===== src/rtl/seq_shifter.sv =====
// seq_shifter: handshaked multi-cycle shifter. It applies one single-position
// step per clock, up to 2^AMT_W-1 steps, and holds the result until it is taken.
module seq_shifter #(
  parameter int WIDTH = 16,
  parameter int AMT_W = 4
) (
  input  logic             clk,
  input  logic             reset,
  input  logic             in_valid,
  output logic             in_ready,
  input  logic [WIDTH-1:0] in,
  input  logic [1:0]       shift,
  input  logic [AMT_W-1:0] amt,
  output logic             out_valid,
  input  logic             out_ready,
  output logic [WIDTH-1:0] sout,
  output logic             busy
);

  typedef enum logic [1:0] {IDLE, SHIFT, DONE} state_t;

  localparam logic [AMT_W-1:0] CNT_ONE  = AMT_W'(1);
  localparam logic [AMT_W-1:0] CNT_ZERO = '0;

  state_t           state, state_nxt;
  logic [WIDTH-1:0] data, data_step;
  logic [1:0]       op;
  logic [AMT_W-1:0] cnt;
  logic             accept;

  assign accept    = in_valid & in_ready;
  assign in_ready  = (state == IDLE) & ~reset;
  assign out_valid = (state == DONE);
  assign busy      = (state != IDLE);
  assign sout      = data;

  // One single-position step of the data register, chosen by the captured op
  always_comb begin
    data_step = data;
    unique case (op)
      2'b01:   data_step = {data[WIDTH-2:0], 1'b0};
      2'b10:   data_step = {1'b0, data[WIDTH-1:1]};
      2'b11:   data_step = {data[WIDTH-1], data[WIDTH-1:1]};
      default: data_step = data;
    endcase
  end

  // Next-state logic: pass or zero-amount requests skip SHIFT entirely
  always_comb begin
    state_nxt = state;
    unique case (state)
      IDLE:
        if (accept) state_nxt = (amt == CNT_ZERO || shift == 2'b00) ? DONE : SHIFT;
      SHIFT:
        if (cnt == CNT_ONE) state_nxt = DONE;
      DONE:
        if (out_ready) state_nxt = IDLE;
      default: state_nxt = IDLE;
    endcase
  end

  // State register
  always_ff @(posedge clk) begin
    if (reset) state <= IDLE;
    else       state <= state_nxt;
  end

  // Datapath: load on accept, step and count down while shifting, hold otherwise
  always_ff @(posedge clk) begin
    if (reset) begin
      data <= '0;
      op   <= 2'b00;
      cnt  <= '0;
    end else begin
      unique case (state)
        IDLE:
          if (accept) begin
            data <= in;
            op   <= shift;
            cnt  <= amt;
          end
        SHIFT: begin
          data <= data_step;
          cnt  <= cnt - CNT_ONE;
        end
        default: ;
      endcase
    end
  end

endmodule


===== config.mk =====
export PLATFORM = sky130hd
export DESIGN_NAME = seq_shifter
export DESIGN_NICKNAME = d
export VERILOG_FILES = /design/src/rtl/seq_shifter.sv
export SDC_FILE = /design/constraint.sdc
export NUM_CORES = 1
export LEC_CHECK = 0
export ABC_AREA = 1
export BUFFER_PORTS_ARGS = -buffer_cell sky130_fd_sc_hd__buf_2
export CAP_MARGIN = 40
export CORE_AREA = 2 2 58 60
export CTS_BUF_LIST = sky130_fd_sc_hd__clkbuf_4 sky130_fd_sc_hd__clkbuf_8
export DETAILED_ROUTE_END_ITERATION = 7
export DIE_AREA = 0 0 60 62
export PLACE_DENSITY = 0.8
export SLEW_MARGIN = 30
export SYNTH_ARGS = -nofsm -noshare
export SYNTH_HDL_FRONTEND = slang
export SYNTH_SLANG_ARGS = --single-unit

===== constraint.sdc =====
create_clock -name clk -period 1.7 [get_ports clk]
set_input_delay 0.17 -clock clk [delete_from_list [all_inputs] [get_ports clk]]
set_output_delay 0.17 -clock clk [all_outputs]
set_load 0.01 [all_outputs]

==> results of run 1 <==
registers in the layout, indices dropped and copies added (netlist names):
| name | count |
|---|---|
| cnt | 4 |
| op | 2 |
| sout | 16 |
| state | 2 |
cell type report:
type | count | share of cell area, %
Clock buffer | 4 | 1.91
Tap cell | 46 | 3.03
Multi-Input combinational cell | 201 | 48.5
Inverter | 36 | 7.11
Sequential cell | 24 | 25.3
Timing Repair Buffer | 49 | 14.2
kinds of logic after synthesis:
family / Yosys count / share of synthesized area, %
flops: 24 / 29.9
compound gates: 17 / 5.30
simple gates: 179 / 48.2
buf+inv: 46 / 12.6
fa+ha+maj: 5 / 3.90
stage by stage:
stage | cell area (sq um) | instances
finish | 1900 | 360
CTS | 1900 | 360
detailed placement | 1870 | 356
global placement | 1870 | 356
global route | 1900 | 360
floorplan | 1610 | 271
cells in the mapped netlist, drive strengths merged:
master  number  area, sq um
inv         36          135
nor3         1         5.00
dfxtp       24          480
clkbuf       1         3.75
nand4        2         12.5
or2          6         37.5
o21ai       10         50.1
buf          9         63.8
nand2      101          402
nand3       27          153
ha           5         62.6
a21oi        7         35.0
nor2        42          165
power breakdown:
part | internal (W) | total, W | switching (W)
clock | 0.000131 | 0.000313 | 0.000182
sequential | 0.000723 | 0.000869 | 0.000146
combinational | 0.000475 | 0.00122 | 0.000742
total | 0.00133 | 0.00240 | 0.00107
worst paths after layout:
check	start	endpoint	slack, ns	cells after the start
worst max register to register	op[1]$_SDFFE_PP0P_	sout[6]$_SDFFE_PP0P_	0.18	9
worst min register to register	cnt[3]$_SDFFE_PP0P_	cnt[3]$_SDFFE_PP0P_	0.50	2
worst min-delay path	reset	cnt[3]$_SDFFE_PP0P_	0.06	2
worst max-delay path	op[1]$_SDFFE_PP0P_	sout[6]$_SDFFE_PP0P_	0.18	9
metal layers:
| layer | global-route usage [%] | vias up | share of wire (%) |
|---|---|---|---|
| met5 | 0 | - | 0 |
| met2 | 31.8 | 49 | 41 |
| met4 | 7.62 | 0 | 1.3 |
| met3 | 2.90 | 5 | 6.3 |
| met1 | 32.0 | 713 | 51 |
| li1 | - | 907 | - |
==> summary.md, run 1 <==
| Metric | Value |
|---|---|
| Status | `finished, final reports clean` |
| DIE WIDTH | `60 um` |
| Drt first-iter violations | `116` |
| CTS resizes | `0` |
| HP Class | `input port to flip-flop` |
| Post-CTS Hold Buffers | `0` |
| GP Congestion | `0.832` |
| Final hold vios | `0` |
| Largest net degree at the start of global routing | `31` |
| Vias in the first global route | `1,430` |
| Via/cell ratio | `4.65` |
| Initial antenna violation count | `0` |
| Die height | `62 um` |
| WP data arrival | `1.76 ns` |
| Post-CTS Setup Bufs | `0` |
| Cell breakdown of the critical path | `ha_1 > nor2_1 > buf_4 > inv_1 > nand2_1 > nand3_1 > nand2_1 > nor2_1 > nor2_1` |
| Setup TNS | `0 ns` |
| GR Overflow Total | `0` |
| Die area | `0.00372 sq mm` |
| DR WL/cell | `9.96 um` |
| Crit-path max cell delay | `0.51 ns` |
| Post-Syn Instances | `271` |
| Area occupied by multi-input gates | `922 sq um` |
| Net count reported at finish | `346` |
| Vias | `1,674` |
| Filler cells | `330` |
| Most used cell, CP | `nor2_1` |
| Drt drc | `0` |
| Slew headroom | `80.8%` |
| Synthesized area per cell | `5.92 sq um` |
| Row count | `21` |
| Ant diodes | `0` |
| Period minus WS final | `1.52 ns` |
| Hold slack | `0.0628 ns` |
| Area delta synth->final | `18.5%` |
| Clk_skew | `0.00897 ns` |
| Post-route setup slack | `0.178 ns` |
| Register area share after synthesis | `29.9%` |
| Max cap viols | `0` |
| Slew Viols, Final | `0` |
| Endpoint class of the critical path | `flip-flop` |
| Syn_nets | `302` |
| Crit path launch type | `flip-flop` |
| Commonest non-fill, non-tap cell in the layout | `nand2_1` |
| Clock sinks | `24` |
| Synth warn | `0` |
| Initial Util | `50.5%` |
| Power, Total | `0.00240 W` |
| Commonest non-fill, non-tap cells in the layout | `98 x nand2_1, 44 x buf_2, 41 x nor2_1` |
| Core Util, Final | `59.8%` |
| Pre-Repair DR Iteration Count | `4` |
| Required time worst endpoint | `1.94 ns` |
| RSZ-0062 raised after global routing | `false` |
| Layout cells sized above 1 | `21.7%` |
| Routed Antenna Nets | `0` |
| H-tree depth | `1` |
| GRT Total Usage | `21.6%` |
| CP max-delay cell | `dfxtp_1` |
| Root Buffer | `clkbuf_4` |
| Maximum clock rate | `657 MHz` |
| Core area | `0.00318 sq mm` |
| CP delay by family, top | `flip-flops` |
| Detailed Route WL | `3590 um` |
| Clock-pin slew on the worst setup and hold paths | `0.14 ns` |
| IO Port Bufs | `44` |
| Worst-skew pair later-pin latency | `0.32 ns` |
| CTS max path bufs | `2` |
| First-pass GRT wire length | `6160 um` |
| Worst Tran Pin Value | `0.288 ns` |
| Detailed placement HPWL | `2670 um` |
| TritonCTS clock tree | `built` |
| Worst path bufs/invs | `2` |
| Tcrit/Tclk final | `89.5%` |
| Netlist cell types | `21` |
| Final setup violation count | `0` |
| Register bit total from synthesis | `24` |
| Cell Pwr Density | `1260 mW/mm^2` |
| Reg area | `480 sq um` |
| Num CTS Buffers | `3` |
| # IOs | `45` |
| LEAKAGE | `1.07 nW` |
| Kind of critical path | `flip-flop to flip-flop` |
| Critical Path Fanout Max | `13` |
| Cell Area, Synth | `0.00161 sq mm` |
| Peak supply drop | `0.000567 V` |
| Placement-stage worst setup slack | `0.204 ns` |
No activity file was read; power rests on OpenSTA's default activity.
==> run 2: changes to the inputs <==
- CELL_PAD_IN_SITES_DETAIL_PLACEMENT: default -> 0
- CELL_PAD_IN_SITES_GLOBAL_PLACEMENT: default -> 2
- CORE_AREA: 2 2 58 60 -> 2 2 81 83
- DIE_AREA: 0 0 60 62 -> 0 0 83 85
- GPL_ROUTABILITY_DRIVEN: default -> 1
- PLACE_DENSITY: 0.8 -> default
- PLACE_DENSITY_LB_ADDON: default -> 0.1
==> run 2 against run 1 <==
  * Die area increased by 90%
  * First-iteration DRC count is 50% lower
  * Clock power rose by 30%
  * Worst hold slack better by 0.062 ns
  * Utilization decreased by 28 points
==> summary.md, run 2 (synthesized netlist as in run 1, its figures left out) <==
| Metric | Value |
|---|---|
| Status | `finished, final reports clean` |
| Cell breakdown of the critical path | `inv_1 > ha_1 > nor2_1 > buf_4 > nand2_1 > nand3_1 > nand2_1 > nor2_1 > nor2_1` |
| Vias | `1,646` |
| CP max-delay cell | `dfxtp_1` |
| Worst path bufs/invs | `2` |
| Critical Path Fanout Max | `8` |
| DR WL/cell | `11.5 um` |
| Sw frac | `43.9%` |
| Root Buffer | `clkbuf_8` |
| # IOs | `45` |
| Clock sinks | `24` |
| Commonest non-fill, non-tap cell in the layout | `nand2_1` |
| RR Endpoint | `sout[9]$_SDFFE_PP0P_` |
| CTS resizes | `0` |
| Crit path launch type | `flip-flop` |
| Required time worst endpoint | `1.87 ns` |
| Hold slack | `0.125 ns` |
| Power Internal | `0.00142 W` |
| Die height | `85 um` |
| Detailed Route WL | `4500 um` |
| HP Class | `input port to flip-flop` |
| Num CTS Buffers | `3` |
| Slew Viols, Final | `0` |
| Area delta synth->final | `23.0%` |
| R2R setup slack | `0.22 ns` |
| H-tree depth | `1` |
| Final cell count without fillers | `393` |
| Slew headroom | `78.9%` |
| Peak supply drop | `0.000327 V` |
| GRT Total Usage | `13.3%` |
| Worst-skew pair later-pin latency | `0.27 ns` |
| GR Overflow Total | `0` |
| Net count reported at finish | `348` |
| Final hold vios | `0` |
| Placed Area | `0.00192 sq mm` |
| Via/cell ratio | `4.19` |
| IO Port Bufs | `44` |
| Crit. path cell count | `9` |
| First-pass GRT wire length | `7650 um` |
| Clock-pin slew on the worst setup and hold paths | `0.09 ns` |
| Vias in the first global route | `1,594` |
| WP data arrival | `1.65 ns` |
| Period minus WS final | `1.48 ns` |
| Post-route setup slack | `0.221 ns` |
| Worst reg2reg path depth | `9` |
| Initial antenna violation count | `0` |
| Kind of critical path | `flip-flop to flip-flop` |
| Setup TNS | `0 ns` |
| Maximum clock rate | `676 MHz` |
| Clock Power Share | `16.1%` |
| Largest register FFs | `16` |
| Largest net degree at the start of global routing | `31` |
| TritonCTS clock tree | `built` |
| Drt first-iter violations | `58` |
| Core area | `0.00620 sq mm` |
| Die area | `0.00706 sq mm` |
| Worst Tran Pin Value | `0.316 ns` |
| Tcrit/Tclk final | `87.0%` |
| CTS max path bufs | `2` |
| Clk_skew | `0.00108 ns` |
| Placement-stage worst setup slack | `0.202 ns` |
| Endpoint class of the critical path | `flip-flop` |
| Crit path from | `op[0]$_SDFFE_PP0P_` |
| Layout cells sized above 1 | `22.2%` |
| Initial Util | `25.9%` |
| DIE WIDTH | `83 um` |
| Commonest non-fill, non-tap cells in the layout | `98 x nand2_1, 44 x buf_2, 41 x nor2_1` |
| Final setup violation count | `0` |
| Design Area, Final | `0.00197 sq mm` |
| Most used cell, CP | `nor2_1` |
| Worst R2R Start | `op[0]$_SDFFE_PP0P_` |
| Cell Pwr Density | `1280 mW/mm^2` |
| Flop pwr share | `34.1%` |
| Post-Place Cells | `389` |
| Crit path to | `sout[9]$_SDFFE_PP0P_` |
| Detailed placement HPWL | `3380 um` |
| CP delay by family, top | `simple AND/OR/NAND/NOR gates` |
| LEAKAGE | `1.08 nW` |
| Sw power | `0.00111 W` |
| Crit-path max cell delay | `0.39 ns` |
| Pre-Repair DR Iteration Count | `4` |
| Drt drc | `0` |
| Post-CTS Hold Buffers | `0` |
| Ant diodes | `0` |
| Comb power frac | `49.8%` |
| GP Congestion | `0.715` |
| Max cap viols | `0` |
| Row count | `29` |
| Post-CTS Setup Bufs | `0` |
| RSZ-0062 raised after global routing | `false` |
| Routed Antenna Nets | `0` |
run 2: worst min path at each step:
stage,cells after the start,startpoint,end,slack [ns]
2_1_floorplan,1,reset,cnt[3]$_SDFFE_PP0P_,0.24
3_3_place_gp,2,reset,cnt[3]$_SDFFE_PP0P_,0.42
3_5_place_dp,2,reset,cnt[3]$_SDFFE_PP0P_,0.41
4_1_cts,2,reset,cnt[3]$_SDFFE_PP0P_,0.12
5_1_grt,2,reset,cnt[3]$_SDFFE_PP0P_,0.12
6_report,2,reset,cnt[3]$_SDFFE_PP0P_,0.13
run 2: through the flow:
stage | utilization (%) | total power [W]
2_1_floorplan | - | 0.00179
3_3_place_gp | 30.9 | 0.00219
3_5_place_dp | 30.9 | 0.00217
4_1_cts | 31.8 | 0.00259
5_1_grt | 31.8 | 0.00282
6_report | 31.8 | 0.00253
run 2: cell type report:
| class | instances | area [sq um] |
|---|---|---|
| Timing Repair Buffer | 51 | 285 |
| Multi-Input combinational cell | 201 | 922 |
| Tap cell | 77 | 96.3 |
| Sequential cell | 24 | 480 |
| Fill cell | 725 | 4230 |
| Inverter | 36 | 135 |
| Clock buffer | 4 | 55.1 |
run 2: metal layers:
layer	part of all wire [%]	up-vias	global-route usage [%]
met5	0	-	0
met4	0.64	0	4.02
met3	4.0	2	2.92
met2	45	27	22.2
met1	51	703	17.3
li1	-	914	-
run 2: power by group through the flow:
stage	combinational, W	clock (W)	sequential (W)
after floorplan	0.000882	0	0.000905
after global placement	0.00131	0	0.000885
after detailed placement	0.00129	0	0.000881
after CTS	0.00129	0.000429	0.000869
after global routing	0.00148	0.000455	0.000885
final	0.00126	0.000406	0.000862
